`src/rtl/rv32i_pkg.sv`:
```
// Shared RV32I front-end constants, fetch FSM state encoding and IF/ID payload.
// Pure declarations: no logic, no latency, no flow control.
// Used by the fetch unit and the next-PC selector.
package rv32i_pkg;

    localparam logic [31:0] RESET_PC  = 32'h0000_0000;
    localparam logic [31:0] NOP_INSTR = 32'h0000_0013;  // addi x0,x0,0

    typedef enum logic [1:0] {
        S_REQ,
        S_WAIT,
        S_HOLD,
        S_DRAIN
    } fetch_state_t;

    typedef struct packed {
        logic [31:0] pc;
        logic [31:0] instr;
        logic [31:0] fallback_pc;
    } if_id_t;

endpackage

```
`src/rtl/if_fetch_unit_if.sv`:
```
// Instruction-memory request/response bundle between fetch and imem.
// Request side is valid/ready; the response side is a bare valid strobe.
// The memory cannot stall a response; the fetch unit always accepts one.
interface if_fetch_unit_if;

    logic        imem_req_valid;
    logic        imem_req_ready;
    logic [31:0] imem_addr;
    logic        imem_rsp_valid;
    logic [31:0] imem_rsp_data;

    modport master (
        output imem_req_valid,
        output imem_addr,
        input  imem_req_ready,
        input  imem_rsp_valid,
        input  imem_rsp_data
    );

    modport slave (
        input  imem_req_valid,
        input  imem_addr,
        output imem_req_ready,
        output imem_rsp_valid,
        output imem_rsp_data
    );

endinterface

```
`src/rtl/if_id_reg.sv`:
```
// IF/ID pipeline register with bubble > load > hold priority.
// Latency: one cycle from load/bubble to output.
// No backpressure of its own: deasserting both controls holds the contents.
module if_id_reg
    import rv32i_pkg::*;
#(
    parameter logic [31:0] NOP_INSTR = rv32i_pkg::NOP_INSTR
) (
    input  logic   clk,
    input  logic   rst,
    input  logic   load,
    input  logic   bubble,
    input  if_id_t d,
    output logic   valid,
    output if_id_t q
);

    // A bubble only clears valid/instr; pc and fallback keep their last value.
    always_ff @(posedge clk or posedge rst) begin
        if (rst) begin
            valid         <= 1'b0;
            q.pc          <= 32'h0;
            q.instr       <= NOP_INSTR;
            q.fallback_pc <= NOP_INSTR;
        end else if (bubble) begin
            valid   <= 1'b0;
            q.instr <= NOP_INSTR;
        end else if (load) begin
            valid <= 1'b1;
            q     <= d;
        end
    end

endmodule

```
`src/rtl/if_fetch_unit.sv`:
```
// Fetch stage: owns the PC, keeps one imem request in flight, fills IF/ID.
// Latency: 2 cycles per instruction at 1-cycle imem (request, then response).
// Backpressure: id_stall parks a response in a hold buffer; flushes drain stale fetches. Optional counters: FETCH_PERF_CNT_EN.
module if_fetch_unit
    import rv32i_pkg::*;
#(
    parameter logic [31:0] RESET_PC  = rv32i_pkg::RESET_PC,
    parameter logic [31:0] NOP_INSTR = rv32i_pkg::NOP_INSTR
) (
    input  logic                    clk,
    input  logic                    rst,
    input  logic [31:0]             next_pc,
    input  logic [31:0]             fallback_pc_in,
    input  logic                    misprediction,
    input  logic                    id_stall,
    output logic [31:0]             pc,
    if_fetch_unit_if.master         imem,
    output logic                    if_id_valid,
    output logic [31:0]             if_id_pc,
    output logic [31:0]             if_id_instr,
`ifdef FETCH_PERF_CNT_EN
    output logic [31:0]             fetch_cnt,
    output logic [31:0]             flush_cnt,
`endif
    output logic [31:0]             if_id_fallback_pc
);

    fetch_state_t state;
    logic [31:0]  pc_q;
    logic [31:0]  hold_q;
    logic         req_hs;
    logic         load;
    logic         bubble;
    logic [31:0]  load_instr;
    if_id_t       if_id_d;
    if_id_t       if_id_q;

    assign imem.imem_req_valid = (state == S_REQ);
    assign imem.imem_addr      = pc_q;
    assign pc                  = pc_q;
    assign req_hs              = (state == S_REQ) && imem.imem_req_ready;

    always_comb begin
        load       = 1'b0;
        load_instr = imem.imem_rsp_data;
        if (!misprediction) begin
            case (state)
                S_WAIT: load = imem.imem_rsp_valid && !id_stall;
                S_HOLD: begin
                    load       = !id_stall;
                    load_instr = hold_q;
                end
                default: load = 1'b0;
            endcase
        end
    end

    // Anything that is not a real load drains IF/ID unless decode is stalled.
    assign bubble  = misprediction || (!load && !id_stall);
    assign if_id_d = '{pc: pc_q, instr: load_instr, fallback_pc: fallback_pc_in};

    always_ff @(posedge clk or posedge rst) begin
        if (rst) begin
            state  <= S_REQ;
            pc_q   <= RESET_PC;
            hold_q <= 32'h0;
        end else if (misprediction) begin
            pc_q <= next_pc;
            // An accepted-but-unanswered request must be drained; an unaccepted
            // one is simply re-aimed at the new PC.
            case (state)
                S_REQ:   state <= req_hs ? S_DRAIN : S_REQ;
                S_WAIT:  state <= imem.imem_rsp_valid ? S_REQ : S_DRAIN;
                S_HOLD:  state <= S_REQ;
                S_DRAIN: state <= imem.imem_rsp_valid ? S_REQ : S_DRAIN;
                default: state <= S_REQ;
            endcase
        end else begin
            if (load) begin
                pc_q <= next_pc;
            end
            case (state)
                S_REQ: begin
                    if (req_hs) begin
                        state <= S_WAIT;
                    end
                end
                S_WAIT: begin
                    if (imem.imem_rsp_valid) begin
                        if (id_stall) begin
                            hold_q <= imem.imem_rsp_data;
                            state  <= S_HOLD;
                        end else begin
                            state <= S_REQ;
                        end
                    end
                end
                S_HOLD: begin
                    if (!id_stall) begin
                        state <= S_REQ;
                    end
                end
                S_DRAIN: begin
                    if (imem.imem_rsp_valid) begin
                        state <= S_REQ;
                    end
                end
                default: state <= S_REQ;
            endcase
        end
    end

    if_id_reg #(
        .NOP_INSTR (NOP_INSTR)
    ) u_if_id_reg (
        .clk    (clk),
        .rst    (rst),
        .load   (load),
        .bubble (bubble),
        .d      (if_id_d),
        .valid  (if_id_valid),
        .q      (if_id_q)
    );

    assign if_id_pc          = if_id_q.pc;
    assign if_id_instr       = if_id_q.instr;
    assign if_id_fallback_pc = if_id_q.fallback_pc;

`ifdef FETCH_PERF_CNT_EN
    // load is already gated by !misprediction, so every load is a valid one.
    always_ff @(posedge clk or posedge rst) begin
        if (rst) begin
            fetch_cnt <= 32'h0;
            flush_cnt <= 32'h0;
        end else begin
            if (load) begin
                fetch_cnt <= fetch_cnt + 32'h1;
            end
            if (misprediction) begin
                flush_cnt <= flush_cnt + 32'h1;
            end
        end
    end
`endif

endmodule

```
`src/flat_wrapper.sv`:
```
// flat-port wrapper written by rule: the top's interface ports become plain ports
module if_fetch_unit_flat import rv32i_pkg::*;
#(
    parameter logic [31:0] RESET_PC  = rv32i_pkg::RESET_PC,
    parameter logic [31:0] NOP_INSTR = rv32i_pkg::NOP_INSTR
)
  (clk, rst, next_pc, fallback_pc_in, misprediction, id_stall, pc, if_id_valid, if_id_pc, if_id_instr, if_id_fallback_pc, imem_imem_req_valid, imem_imem_addr, imem_imem_req_ready, imem_imem_rsp_valid, imem_imem_rsp_data);
  if_fetch_unit_if imem_i ();
  input  logic clk;
  input  logic rst;
  input  logic [31:0] next_pc;
  input  logic [31:0] fallback_pc_in;
  input  logic misprediction;
  input  logic id_stall;
  output logic [31:0] pc;
  output logic if_id_valid;
  output logic [31:0] if_id_pc;
  output logic [31:0] if_id_instr;
  output logic [31:0] if_id_fallback_pc;
  output wire logic [$bits(imem_i.imem_req_valid)-1:0] imem_imem_req_valid;
  output wire logic [$bits(imem_i.imem_addr)-1:0] imem_imem_addr;
  input wire logic [$bits(imem_i.imem_req_ready)-1:0] imem_imem_req_ready;
  input wire logic [$bits(imem_i.imem_rsp_valid)-1:0] imem_imem_rsp_valid;
  input wire logic [$bits(imem_i.imem_rsp_data)-1:0] imem_imem_rsp_data;
  assign imem_imem_req_valid = imem_i.imem_req_valid;
  assign imem_imem_addr = imem_i.imem_addr;
  assign imem_i.imem_req_ready = imem_imem_req_ready;
  assign imem_i.imem_rsp_valid = imem_imem_rsp_valid;
  assign imem_i.imem_rsp_data = imem_imem_rsp_data;
  if_fetch_unit #(.RESET_PC(RESET_PC), .NOP_INSTR(NOP_INSTR)) u_core (.clk(clk), .rst(rst), .next_pc(next_pc), .fallback_pc_in(fallback_pc_in), .misprediction(misprediction), .id_stall(id_stall), .pc(pc), .imem(imem_i), .if_id_valid(if_id_valid), .if_id_pc(if_id_pc), .if_id_instr(if_id_instr), .if_id_fallback_pc(if_id_fallback_pc));
endmodule
```
`config.mk`:
```
export PLATFORM = sky130hd
export DESIGN_NAME = if_fetch_unit_flat
export DESIGN_NICKNAME = d
export VERILOG_FILES = /design/src/rtl/rv32i_pkg.sv /design/src/rtl/if_fetch_unit_if.sv /design/src/rtl/if_id_reg.sv /design/src/rtl/if_fetch_unit.sv /design/src/flat_wrapper.sv
export SDC_FILE = /design/constraint.sdc
export NUM_CORES = 1
export LEC_CHECK = 0
export ABC_AREA = 0
export CORE_MARGIN = 5
export CORE_UTILIZATION = 45
export DETAILED_ROUTE_END_ITERATION = 6
export MAX_ROUTING_LAYER = met4
export PLACE_DENSITY = 0.93
export SLEW_MARGIN = 30
export SYNTH_ARGS = -nofsm -noshare
export SYNTH_HDL_FRONTEND = slang
export SYNTH_SLANG_ARGS = --single-unit
```
`constraint.sdc`:
```
create_clock -name clk -period 10.7 [get_ports clk]
set_input_delay 2.675 -clock clk [delete_from_list [all_inputs] [get_ports clk]]
set_output_delay 2.675 -clock clk [all_outputs]
set_load 0.005 [all_outputs]
```
== Word-level counts from Yosys, hierarchy flattened ==
Cells that the tools add are included.
Word-level totals
  memories kept: 0
  bits in registers: 163
  output and inout port bits: 162
  logic and storage cells: 49
  memory bits (read-only): 0
  bits in latches: 0
  input port bits: 102
  memory bits (writable): 0
Operators by class
  mux-type cells: 20
  $add $sub $neg: 0
  equality and inequality tests: 7
  divide/modulo/power cells: 0
  $lt $le $gt $ge: 0
  shift-type cells: 0
  bitwise gates (word level): 2
  multiply operators: 0
  reduce and logical (&&, ||, !) cells: 13
Operator list (number)
  two-way mux 32 bit: 5
  two-way mux 64 bit: 1
  two-way mux 2 bit: 8
  != test 3 bit, second input constant: 3
  one-hot mux 2 bit (4 select lines): 1
  AND reduction 4 bit: 2
  one-hot mux 2 bit (3 select lines): 1
  == test 2 bit, second input constant: 2
  nonzero test 2 bit: 2
  logical AND 1 bit: 3
  two-way mux 1 bit: 3
  != test 3 x 2 -> 1 bit, second input constant: 1
  == test 2 x 1 -> 1 bit, second input constant: 1
  zero test 1 bit: 2
  zero test 2 bit: 1
  NOT 1 bit: 2
  one-hot mux 1 bit (2 select lines): 1
  AND reduction 2 bit: 1
  OR reduction 2 bit: 1
  logical OR 1 bit: 1

== Logic depth before layout (Yosys ltp) ==
Gate-level depths: netlist of the first run.
  depth in word-level cells: 9
  depth in mapped cells: 7
  gate-level depth less buffers: 5

== Hierarchy ==
Synthesis of the first run repeated with hierarchy kept, for this count alone.
Second synthesis, totals
  cells, all modules: 479
  area total of the unflattened synthesis: 7328.3 um2
Modules (own cells, without submodules)
  if_id_reg: area an instance 4030.1 um2, cells an instance 244, instances 1, sequential area each 2434.8 um2
  if_fetch_unit: area an instance 3298.2 um2, cells an instance 235, instances 1, sequential area each 1651.6 um2

== Least setup slack after synthesis of the first run ==
Ideal clock, no wire load.
  path kind: input-to-reg
  from: input port id_stall
  to: register u_core.u_if_id_reg.q[10] (netlist bit)
  path buffers: 2
  cell stages on the path: 5
  library setup time: 0.125 ns
  required time: 10.575 ns
  data arrival time: 3.675 ns
  setup slack: 6.900 ns
  path through: nor2b_1 and3b_1 buf_6 buf_6 mux2_4
Between the ends
  longest elaborated chain between the ends: 9
Ends and longest elaborated chain
  start, declared: line flat_wrapper.sv:14  | input logic id_stall;
  zero test 1 bit (*): line if_fetch_unit.sv:48, if_fetch_unit.sv:50, if_fetch_unit.sv:59
  logical AND 1 bit: line if_fetch_unit.sv:48  | S_WAIT: load = imem.imem_rsp_valid && !id_stall;
  one-hot mux 1 bit (2 select lines): line if_fetch_unit.sv:47  | case (state)
  two-way mux 1 bit: line if_fetch_unit.sv:46  | if (!misprediction) begin
  zero test 1 bit: line if_fetch_unit.sv:59  | assign bubble = misprediction || (!load && !id_stall);
  logical AND 1 bit: line if_fetch_unit.sv:59
  logical OR 1 bit: line if_fetch_unit.sv:59
  NOT 1 bit (no source line)
  AND reduction 2 bit (no source line) (*)
  end, declared: line if_id_reg.sv:15  | output if_id_t q
Every way passes the cells marked *; elsewhere a longest branch is shown, timed or not.
A chain may end at the register's enable or synchronous reset.

== Final worst setup path of the first run ==
  from: input port misprediction
  to: register u_core.hold_q[20]
Between the ends
  longest elaborated chain between the ends: 2
Ends and longest elaborated chain
  start, declared: line flat_wrapper.sv:13  | input logic misprediction;
  NOT 1 bit (no source line)
  AND reduction 4 bit (no source line)
  end signal, assigned: line if_fetch_unit.sv:91  | hold_q <= imem.imem_rsp_data;
  end, declared: line if_fetch_unit.sv:30  | logic [31:0] hold_q;
No other way between the ends.

==> report_table.html, run 1 <==
<table>
<tr><th>Metric</th><th>Value</th></tr>
<tr><th colspan="2">Yosys</th></tr>
<tr><td>Mapped Cells</td><td>480</td></tr>
<tr><td>Number of enable flip-flop cells after synthesis</td><td>0</td></tr>
<tr><td>Parity-gate share of the synthesized area counting xor and xnor cells</td><td>0%</td></tr>
<tr><td>Average instance area after synthesis</td><td>approximately 14 µm²</td></tr>
<tr><td>Synth Net Count</td><td>just under 600</td></tr>
<tr><td>Register bit total from synthesis</td><td>between 150 and 200</td></tr>
<tr><td>Cell types with the largest area share after synthesis</td><td>sky130_fd_sc_hd__dfrtp_1 (57%), sky130_fd_sc_hd__mux2_2 (16%), sky130_fd_sc_hd__mux2_4 (5.9%), sky130_fd_sc_hd__mux2i_1 (4.7%), sky130_fd_sc_hd__buf_4 (3.5%)</td></tr>
<tr><td>Most common flop cell mapped by yosys</td><td>sky130_fd_sc_hd__dfrtp_1</td></tr>
<tr><td>Leading cell type by number of instances after synthesis</td><td>sky130_fd_sc_hd__dfrtp_1</td></tr>
<tr><td>Synthesized area</td><td>around 6900 µm²</td></tr>
<tr><td>Syn. warnings</td><td>0</td></tr>
<tr><td>Async set-or-reset flop fraction in the synthesized netlist</td><td>100%</td></tr>
<tr><td>Simple-Gate Fraction of Synth Area</td><td>between 3 and 4%</td></tr>
<tr><td>Yosys top cell by area</td><td>sky130_fd_sc_hd__dfrtp_1</td></tr>
<tr><td>Arithmetic-cell share of the synthesized area counting full adders, half adders and majority gates</td><td>under 10%</td></tr>
<tr><td>Main combinational cell family by area after synthesis</td><td>multiplexers</td></tr>
<tr><td>Commonest cells in the synthesized netlist</td><td>sky130_fd_sc_hd__dfrtp_1 (157), sky130_fd_sc_hd__mux2_2 (99), sky130_fd_sc_hd__nand2_1 (34)</td></tr>
<tr><td>Number of distinct library cells after synthesis</td><td>31</td></tr>
<tr><td>Post-synthesis compound-gate area fraction</td><td>approximately 3.6%</td></tr>
<tr><td>Multiplexer area fraction after synthesis</td><td>27.1%</td></tr>
<tr><td>Sequential element share of the synthesized area</td><td>59.4%</td></tr>
<tr><td>Share of the synthesized area in the top cell type</td><td>57.1%</td></tr>
<tr><th colspan="2">Finish</th></tr>
<tr><td>Share of cells above drive strength 1</td><td>about a quarter</td></tr>
<tr><td>Number of fillers in the final layout</td><td>~1100</td></tr>
<tr><td>Finished Layout Cells</td><td>between 900 and 1000</td></tr>
<tr><td>Final Util</td><td>between 60% and 70%</td></tr>
<tr><td>Net count of the finished layout</td><td>820</td></tr>
<tr><td>Post-route design area</td><td>around 10000 µm²</td></tr>
<tr><td>Area grow syn2layout</td><td>46.2%</td></tr>
<tr><th colspan="2">Routing</th></tr>
<tr><td>Routed len/inst</td><td>between 15 and 20 µm</td></tr>
<tr><td>Number of iterations in the first detailed-routing pass</td><td>6</td></tr>
<tr><td>Via Count</td><td>approximately 4700</td></tr>
<tr><td>Number of remaining DRC errors</td><td>0</td></tr>
<tr><td>Antenna viol nets, final</td><td>0</td></tr>
<tr><td>Number of violations reported at the end of detailed-routing iteration 0</td><td>200</td></tr>
<tr><td>Wirelength, routed</td><td>17500 µm</td></tr>
<tr><td>Via density per instance</td><td>5.10</td></tr>
<tr><th colspan="2">Min path</th></tr>
<tr><td>Path category of the worst min-delay check</td><td>reg -&gt; reg</td></tr>
<tr><th colspan="2">Power</th></tr>
<tr><td>Portion of total power attributed to the clock network</td><td>between 20% and 30%</td></tr>
<tr><td>Pwr per Cell Area</td><td>between 200 and 250 nW/µm²</td></tr>
<tr><td>Proportion of power drawn by flip-flops and latches</td><td>~40%</td></tr>
<tr><td>Sw power</td><td>~0.66 mW</td></tr>
<tr><td>Portion of total power attributed to combinational logic</td><td>between 30% and 40%</td></tr>
<tr><td>Sw Share</td><td>a little over a quarter</td></tr>
<tr><td>Overall power of the completed layout</td><td>2.50 mW</td></tr>
<tr><td>Cell internal power dissipation</td><td>between 1.5 and 2 mW</td></tr>
<tr><td>Maximum VDD drop</td><td>around 0.12 mV</td></tr>
<tr><td>Static power due to leakage</td><td>roughly 4.3 nW</td></tr>
<tr><th colspan="2">Floorplan</th></tr>
<tr><td>Height of the die</td><td>134 µm</td></tr>
<tr><td>Std cell rows</td><td>45</td></tr>
<tr><td>Die extent in x</td><td>between 100 and 150 µm</td></tr>
<tr><td>Area of the placeable core</td><td>between 15000 and 20000 µm²</td></tr>
<tr><td>Number of primary I/O pins</td><td>approximately 260</td></tr>
<tr><td>Initial Utilization</td><td>45.6%</td></tr>
<tr><td>DIE AREA</td><td>between 15000 and 20000 µm²</td></tr>
<tr><th colspan="2">Global route</th></tr>
<tr><td>Wire length of the first global-routing pass</td><td>approximately 28000 µm</td></tr>
<tr><td>Vias in the first global route</td><td>between 5000 and 6000</td></tr>
<tr><td>Overall global routing resource usage</td><td>20.6%</td></tr>
<tr><td>Maximum number of pins on one net before global-route repair</td><td>between 90 and 100</td></tr>
<tr><td>Busiest metal layer after global routing</td><td>met2</td></tr>
<tr><td>Overflow left after global routing</td><td>0</td></tr>
<tr><td>Met2 layer usage reported by global route</td><td>between 30% and 40%</td></tr>
<tr><td>Number of antenna violations at the first check in global routing</td><td>1</td></tr>
<tr><td>Met3 Track Usage GR</td><td>under 10%</td></tr>
<tr><td>Global-route track usage on met1</td><td>23.5%</td></tr>
<tr><th colspan="2">Critical path</th></tr>
<tr><td>Critical path capture point type</td><td>register</td></tr>
<tr><td>Worst EP required</td><td>~11000 ps</td></tr>
<tr><td>Arrival time of data at the critical path endpoint</td><td>approximately 5000 ps</td></tr>
<tr><td>Startpoint class of the critical path</td><td>primary input</td></tr>
<tr><td>Kind of critical path</td><td>in -&gt; reg</td></tr>
<tr><td>Maximum fanout count along the critical path</td><td>32</td></tr>
<tr><th colspan="2">Timing</th></tr>
<tr><td>Largest clock skew in the final design</td><td>9.01 ps</td></tr>
<tr><td>Crit share post-route</td><td>a little over two fifths</td></tr>
<tr><td>Number of pins with negative max-slew slack in the final report</td><td>0</td></tr>
<tr><td>Number of failing hold endpoints at the final stage</td><td>0</td></tr>
<tr><td>RSZ-0062 raised after global routing</td><td>false</td></tr>
<tr><td>Setup TNS after final layout</td><td>0 ps</td></tr>
<tr><td>Clock period minus worst slack</td><td>about 4700 ps</td></tr>
<tr><td>Timing-limited maximum frequency</td><td>between 0.2 and 0.25 GHz</td></tr>
<tr><td>Max-slew headroom at the worst pin</td><td>slightly below 40%</td></tr>
<tr><td>Hold Worst Slack</td><td>roughly 480 ps</td></tr>
<tr><td>Least-Margin Pin Slew</td><td>between 900 and 1000 ps</td></tr>
<tr><td>Total of endpoints with negative setup slack in the final report</td><td>0</td></tr>
<tr><td>Final Worst Setup Slack</td><td>6000 ps</td></tr>
<tr><th colspan="2">Clocking</th></tr>
<tr><td>Post-CTS setup buffers</td><td>0</td></tr>
<tr><td>Root Driver</td><td>sky130_fd_sc_hd__clkbuf_16</td></tr>
<tr><td>Reg clk slew, reported paths</td><td>60 ps</td></tr>
<tr><td>Clock tree buffer depth</td><td>2</td></tr>
<tr><td>Number of gates resized after cts</td><td>0</td></tr>
<tr><td>CTS tree</td><td>yes</td></tr>
<tr><td>Level count of the clock H-tree</td><td>4</td></tr>
<tr><td>Clk_lat worst skew</td><td>~420 ps</td></tr>
<tr><td>TritonCTS Sinks</td><td>between 150 and 200</td></tr>
<tr><td>Total of hold buffers inserted after clock tree synthesis</td><td>0</td></tr>
<tr><td>Number of clock buffers inserted by TritonCTS</td><td>17</td></tr>
<tr><th colspan="2">Placed design</th></tr>
<tr><td>Placement-stage worst setup slack</td><td>~5300 ps</td></tr>
<tr><td>Estimated wirelength of the detail-placed design</td><td>approximately 13000 µm</td></tr>
<tr><td>Cell Count Post-Placement</td><td>approximately 880</td></tr>
<tr><td>Post-place instance area</td><td>around 9500 µm²</td></tr>
<tr><td>Final RePlAce weighted congestion</td><td>0.813</td></tr>
<tr><td>Port buffer count</td><td>263</td></tr>
<tr><th colspan="2">Outcome</th></tr>
<tr><td>Result of the run</td><td>finished, final reports clean</td></tr>
<tr><th colspan="2">Flow run</th></tr>
<tr><td>Number of max-cap violations</td><td>0</td></tr>
</table>
-- critical path, stage by stage --
cell and delay (ps):
sky130_fd_sc_hd__clkdlybuf4s50_1 820, sky130_fd_sc_hd__and2b_2 500, sky130_fd_sc_hd__nand3_1 170, sky130_fd_sc_hd__buf_4 400
sky130_fd_sc_hd__mux2_2 410
-- cells by family (layout without fill, tap and decap cells) --
family          after synthesis  after routing
compound gates               42             42
fa+ha+maj                     6              6
buf+inv                      60            303
flops                       163            163
mux                         160            160
other cells                   0              1
simple gates                 49             49
-- flip-flops by register name, summed over array words and instances (netlist names) --
register                  flops
u_core.u_if_id_reg.q         96
u_core.hold_q                32
u_core.u_if_id_reg.valid      1
u_core.imem.imem_addr        32
u_core.state                  2
-- placed cells by master, fill, tap and decap left out, types with 2 or more instances in the layout --
cell and n:
sky130_fd_sc_hd__a21oi_1 4, sky130_fd_sc_hd__buf_4 4, sky130_fd_sc_hd__bufinv_16 4, sky130_fd_sc_hd__clkbuf_1 4
sky130_fd_sc_hd__clkbuf_16 17, sky130_fd_sc_hd__clkdlybuf4s50_1 263, sky130_fd_sc_hd__clkinv_2 2, sky130_fd_sc_hd__dfrtp_1 157
sky130_fd_sc_hd__dfstp_2 6, sky130_fd_sc_hd__ha_1 6, sky130_fd_sc_hd__inv_1 3, sky130_fd_sc_hd__inv_6 2
sky130_fd_sc_hd__mux2_1 2, sky130_fd_sc_hd__mux2_2 99, sky130_fd_sc_hd__mux2_4 27, sky130_fd_sc_hd__mux2i_1 32
sky130_fd_sc_hd__nand2_1 34, sky130_fd_sc_hd__nand2b_1 2, sky130_fd_sc_hd__nand3_1 3, sky130_fd_sc_hd__nor2_1 4
sky130_fd_sc_hd__o21ai_0 29
-- power by group through the flow --
stage               Combinational (mW)  Sequential [mW]  Clock (mW)
global placement                 0.862            0.976           0
floorplan                        0.412            0.979           0
finish                           0.891            0.988       0.623
CTS                              0.906            0.989       0.636
detailed placement               0.898            0.996           0
global route                     0.954             1.02       0.664
-- layer usage --
layer / vias up / wire length (µm)
li1: 2100 / -
met1: 2325 / 6790
met2: 190 / 9060
met3: 35 / 1180
met4: 0 / 444
met5: - / 0
-- path summary, 6_finish.rpt --
check / cells past startpoint / slack [ps] / end / start
worst max-delay path: 5 / 6000 / u_core.hold_q[20]$_DFFE_PP0P_ / misprediction
worst min-delay path: 2 / 480 / u_core.u_if_id_reg.q[46]$_DFFE_PP0P_ / u_core.u_if_id_reg.q[46]$_DFFE_PP0P_
worst max register to register: 6 / 8110 / u_core.u_if_id_reg.q[31]$_DFFE_PP0P_ / u_core.state[1]$_DFFE_PP0P_
worst min register to register: 2 / 480 / u_core.u_if_id_reg.q[46]$_DFFE_PP0P_ / u_core.u_if_id_reg.q[46]$_DFFE_PP0P_
max in group asynchronous: 3 / 6760 / u_core.hold_q[3]$_DFFE_PP0P_ / rst
min in group asynchronous: 2 / 2820 / u_core.u_if_id_reg.q[2]$_DFFE_PP0P_ / rst
-- area by class of cell --
| class | count | area (µm²) | area share, % |
|---|---|---|---|
| Timing Repair Buffer | 269 | 2700 | 26.9 |
| Clock buffer | 21 | 440 | 4.38 |
| Multi-Input combinational cell | 257 | 2420 | 24.0 |
| Inverter | 4 | 20.0 | 0.199 |
| Sequential cell | 163 | 4090 | 40.6 |
| Tap cell | 188 | 235 | 2.34 |
| Clock inverter | 9 | 155 | 1.54 |
| Antenna cell | 1 | 2.50 | 0.0249 |
Power figures use the tool's default switching activity.
==> run 2: changes to the inputs <==
CORE_UTILIZATION = 44   (was 45)
PLACE_DENSITY = 0.91   (was 0.93)
clock period = 4.6 ns   (was 10.7 ns; I/O delays follow)
==> report_table.html, run 2 (synthesis gave the netlist of run 1 again) <==
<table>
<tr><th>Metric</th><th>Value</th></tr>
<tr><th colspan="2">Finish</th></tr>
<tr><td>Register with the most flip-flops</td><td>u_core.u_if_id_reg.q</td></tr>
<tr><td>Number of fillers in the final layout</td><td>1095 (+1.9%)</td></tr>
<tr><td>Storage cell area</td><td>4090 µm² (unchanged)</td></tr>
<tr><td>Share of cells above drive strength 1</td><td>23.7% (+0.31 points)</td></tr>
<tr><td>Net count of the finished layout</td><td>821 (+0.12%)</td></tr>
<tr><td>Commonest non-fill, non-tap cell in the layout</td><td>sky130_fd_sc_hd__clkdlybuf4s50_1</td></tr>
<tr><td>Area grow syn2layout</td><td>46.2% (unchanged)</td></tr>
<tr><td>Most used cells in the layout excluding fill and tap cells</td><td>sky130_fd_sc_hd__clkdlybuf4s50_1 (263), sky130_fd_sc_hd__dfrtp_1 (157), sky130_fd_sc_hd__mux2_2 (99)</td></tr>
<tr><td>Post-route design area</td><td>10100 µm² (unchanged)</td></tr>
<tr><td>Flip-flop count of the largest register after layout</td><td>96 (unchanged)</td></tr>
<tr><td>Area taken by multi-input logic gates</td><td>2420 µm² (unchanged)</td></tr>
<tr><th colspan="2">Clocking</th></tr>
<tr><td>Clock tree buffer depth</td><td>2 (unchanged)</td></tr>
<tr><td>Number of clock buffers inserted by TritonCTS</td><td>17 (unchanged)</td></tr>
<tr><td>Root Driver</td><td>sky130_fd_sc_hd__clkbuf_16</td></tr>
<tr><td>Post-CTS setup buffers</td><td>0 (unchanged)</td></tr>
<tr><td>TritonCTS Sinks</td><td>163 (unchanged)</td></tr>
<tr><td>Clk_lat worst skew</td><td>410 ps (about the same)</td></tr>
<tr><td>Total of hold buffers inserted after clock tree synthesis</td><td>0 (unchanged)</td></tr>
<tr><td>Number of gates resized after cts</td><td>0 (unchanged)</td></tr>
<tr><td>Level count of the clock H-tree</td><td>4 (unchanged)</td></tr>
<tr><td>Reg clk slew, reported paths</td><td>60 ps (about the same)</td></tr>
<tr><td>CTS tree</td><td>yes</td></tr>
<tr><th colspan="2">Global route</th></tr>
<tr><td>Overflow left after global routing</td><td>0 (unchanged)</td></tr>
<tr><td>Maximum number of pins on one net before global-route repair</td><td>71 (-22%)</td></tr>
<tr><td>Number of antenna violations at the first check in global routing</td><td>1 (unchanged)</td></tr>
<tr><td>Vias in the first global route</td><td>5208 (+0.096%)</td></tr>
<tr><td>Wire length of the first global-routing pass</td><td>27900 µm (-0.83%)</td></tr>
<tr><td>Overall global routing resource usage</td><td>20.1% (-0.53 points)</td></tr>
<tr><th colspan="2">Power</th></tr>
<tr><td>Pwr per Cell Area</td><td>565 nW/µm² (+130%)</td></tr>
<tr><td>Overall power of the completed layout</td><td>5.68 mW (+130%)</td></tr>
<tr><td>Static power due to leakage</td><td>4.22 nW (-0.68%)</td></tr>
<tr><td>Maximum VDD drop</td><td>0.263 mV (+120%)</td></tr>
<tr><th colspan="2">Floorplan</th></tr>
<tr><td>Die extent in x</td><td>135 µm (+1.0%)</td></tr>
<tr><td>Area of the placeable core</td><td>15300 µm² (+1.1%)</td></tr>
<tr><td>Height of the die</td><td>135 µm (+1.0%)</td></tr>
<tr><td>Number of primary I/O pins</td><td>264 (unchanged)</td></tr>
<tr><td>DIE AREA</td><td>18200 µm² (+2.1%)</td></tr>
<tr><td>Std cell rows</td><td>45 (unchanged)</td></tr>
<tr><td>Initial Utilization</td><td>45.1% (-0.50 points)</td></tr>
<tr><th colspan="2">Routing</th></tr>
<tr><td>Via Count</td><td>4619 (-0.67%)</td></tr>
<tr><td>Number of violations reported at the end of detailed-routing iteration 0</td><td>146 (-27%)</td></tr>
<tr><td>Met3 wire length</td><td>1180 µm (-0.25%)</td></tr>
<tr><td>Routed len/inst</td><td>18.7 µm (-2.5%)</td></tr>
<tr><td>Number of remaining DRC errors</td><td>0 (unchanged)</td></tr>
<tr><td>Length of routed met2 wiring</td><td>9040 µm (-0.24%)</td></tr>
<tr><td>Number of iterations in the first detailed-routing pass</td><td>4 (-2)</td></tr>
<tr><td>Via density per instance</td><td>4.95 (-3.0%)</td></tr>
<tr><td>Wirelength, routed</td><td>17400 µm (-0.18%)</td></tr>
<tr><td>Highest metal used</td><td>met4</td></tr>
<tr><td>M1 wire length</td><td>6950 µm (+2.3%)</td></tr>
<tr><td>Antenna viol nets, final</td><td>0 (unchanged)</td></tr>
<tr><th colspan="2">Critical path</th></tr>
<tr><td>Startpoint of the most critical setup path</td><td>misprediction</td></tr>
<tr><td>Source of the worst register-to-register timing path</td><td>u_core.state[1]$_DFFE_PP0P_</td></tr>
<tr><td>Reg2Reg Setup Slack</td><td>2150 ps (-5960 ps)</td></tr>
<tr><td>Reg-to-Reg End</td><td>u_core.u_if_id_reg.q[49]$_DFFE_PP0P_</td></tr>
<tr><td>R2R cell count</td><td>6 (unchanged)</td></tr>
<tr><td>Maximum fanout count along the critical path</td><td>32 (unchanged)</td></tr>
<tr><td>Depth of the critical timing path with buffers and inverters included</td><td>5 (unchanged)</td></tr>
<tr><td>Startpoint class of the critical path</td><td>primary input</td></tr>
<tr><td>Worst EP required</td><td>4890 ps (-6100 ps)</td></tr>
<tr><td>Arrival time of data at the critical path endpoint</td><td>3400 ps (-1590 ps)</td></tr>
<tr><td>Cell-by-cell trace of the critical path</td><td>clkdlybuf4s50_1 -&gt; and2b_2 -&gt; nand3_1 -&gt; buf_4 -&gt; mux2_2</td></tr>
<tr><td>CP endpoint</td><td>u_core.hold_q[10]$_DFFE_PP0P_</td></tr>
<tr><td>Delay of the slowest critical-path stage</td><td>790 ps (-30 ps)</td></tr>
<tr><td>Kind of cell with the highest combined delay on the critical path</td><td>buffers and inverters</td></tr>
<tr><td>Kind of critical path</td><td>in -&gt; reg</td></tr>
<tr><td>Critical path capture point type</td><td>register</td></tr>
<tr><td>CP bufs+invs</td><td>2 (unchanged)</td></tr>
<tr><td>Slowest library cell on the worst path</td><td>sky130_fd_sc_hd__clkdlybuf4s50_1</td></tr>
<tr><th colspan="2">Timing</th></tr>
<tr><td>Number of pins with negative max-slew slack in the final report</td><td>0 (unchanged)</td></tr>
<tr><td>Least-Margin Pin Slew</td><td>685 ps (-230 ps)</td></tr>
<tr><td>Total of endpoints with negative setup slack in the final report</td><td>0 (unchanged)</td></tr>
<tr><td>RSZ-0062 raised after global routing</td><td>false</td></tr>
<tr><td>Timing-limited maximum frequency</td><td>approximately 0.32 GHz</td></tr>
<tr><td>Crit share post-route</td><td>just under 70%</td></tr>
<tr><td>Clock period minus worst slack</td><td>about 3100 ps</td></tr>
<tr><td>Number of failing hold endpoints at the final stage</td><td>0 (unchanged)</td></tr>
<tr><td>Setup TNS after final layout</td><td>0 ps (unchanged)</td></tr>
<tr><td>Hold Worst Slack</td><td>485 ps (+0.0260 ps)</td></tr>
<tr><td>Max-slew headroom at the worst pin</td><td>54.2% (+15 points)</td></tr>
<tr><td>Largest clock skew in the final design</td><td>8.32 ps (-0.687 ps)</td></tr>
<tr><th colspan="2">Placed design</th></tr>
<tr><td>Final RePlAce weighted congestion</td><td>0.817 (+0.48%)</td></tr>
<tr><td>Post-place instance area</td><td>9520 µm² (+0.64%)</td></tr>
<tr><td>Estimated wirelength of the detail-placed design</td><td>12600 µm (about the same)</td></tr>
<tr><td>Port buffer count</td><td>263 (unchanged)</td></tr>
<tr><th colspan="2">Min path</th></tr>
<tr><td>Path category of the worst min-delay check</td><td>reg -&gt; reg</td></tr>
<tr><th colspan="2">Flow run</th></tr>
<tr><td>Number of max-cap violations</td><td>0 (unchanged)</td></tr>
<tr><th colspan="2">Outcome</th></tr>
<tr><td>Result of the run</td><td>finished, final reports clean</td></tr>
</table>
==> run 2: how the worst min path moves through the flow <==
stage,startpoint,endpoint,cells past startpoint
floorplan,u_core.hold_q[0]$_DFFE_PP0P_,u_core.hold_q[0]$_DFFE_PP0P_,1
global placement,u_core.u_if_id_reg.valid$_DFFE_PP0P_,u_core.u_if_id_reg.valid$_DFFE_PP0P_,2
detailed placement,u_core.u_if_id_reg.q[35]$_DFFE_PP0P_,u_core.u_if_id_reg.q[35]$_DFFE_PP0P_,2
CTS,u_core.u_if_id_reg.q[35]$_DFFE_PP0P_,u_core.u_if_id_reg.q[35]$_DFFE_PP0P_,2
global route,u_core.u_if_id_reg.valid$_DFFE_PP0P_,u_core.u_if_id_reg.valid$_DFFE_PP0P_,2
finish,u_core.u_if_id_reg.q[44]$_DFFE_PP0P_,u_core.u_if_id_reg.q[44]$_DFFE_PP0P_,2
==> run 2: layout make-up <==
cell class	instances	share of cell area, %
clock buffer	20	4.54
inverter	4	0.187
antenna	1	0.0249
tap	211	2.62
timing repair buffer	270	27.1
multi-input combinational	257	24.0
sequential	163	40.6
clock inverter	8	0.821
==> run 2: power breakdown <==
part / switching [mW] / leakage [nW] / internal [mW]
logic: 0.664 / 1.96 / 1.40
registers: 0.328 / 2.01 / 1.97
clock network: 0.554 / 0.252 / 0.763
==> run 2: worst min-delay path: stages, from the launching register on <==
cell and delay [ps]:
sky130_fd_sc_hd__dfrtp_1 340, sky130_fd_sc_hd__nand2_1 50, sky130_fd_sc_hd__o21ai_0 60
==> run 2: layer usage <==
| layer | up-vias | global-route usage (%) |
|---|---|---|
| li1 | 2103 | - |
| met1 | 2313 | 23.1 |
| met2 | 178 | 34.0 |
| met3 | 25 | 6.37 |
| met4 | 0 | 5.66 |
| met5 | - | - |
==> run 2: metrics by stage <==
stage	utilization [%]	std cells	setup WS (ps)
after floorplan	-	480	1380
after global placement	62.3	904	876
after detailed placement	62.4	905	736
after CTS	65.9	933	1190
after global routing	65.9	934	1400
final	65.9	934	1490
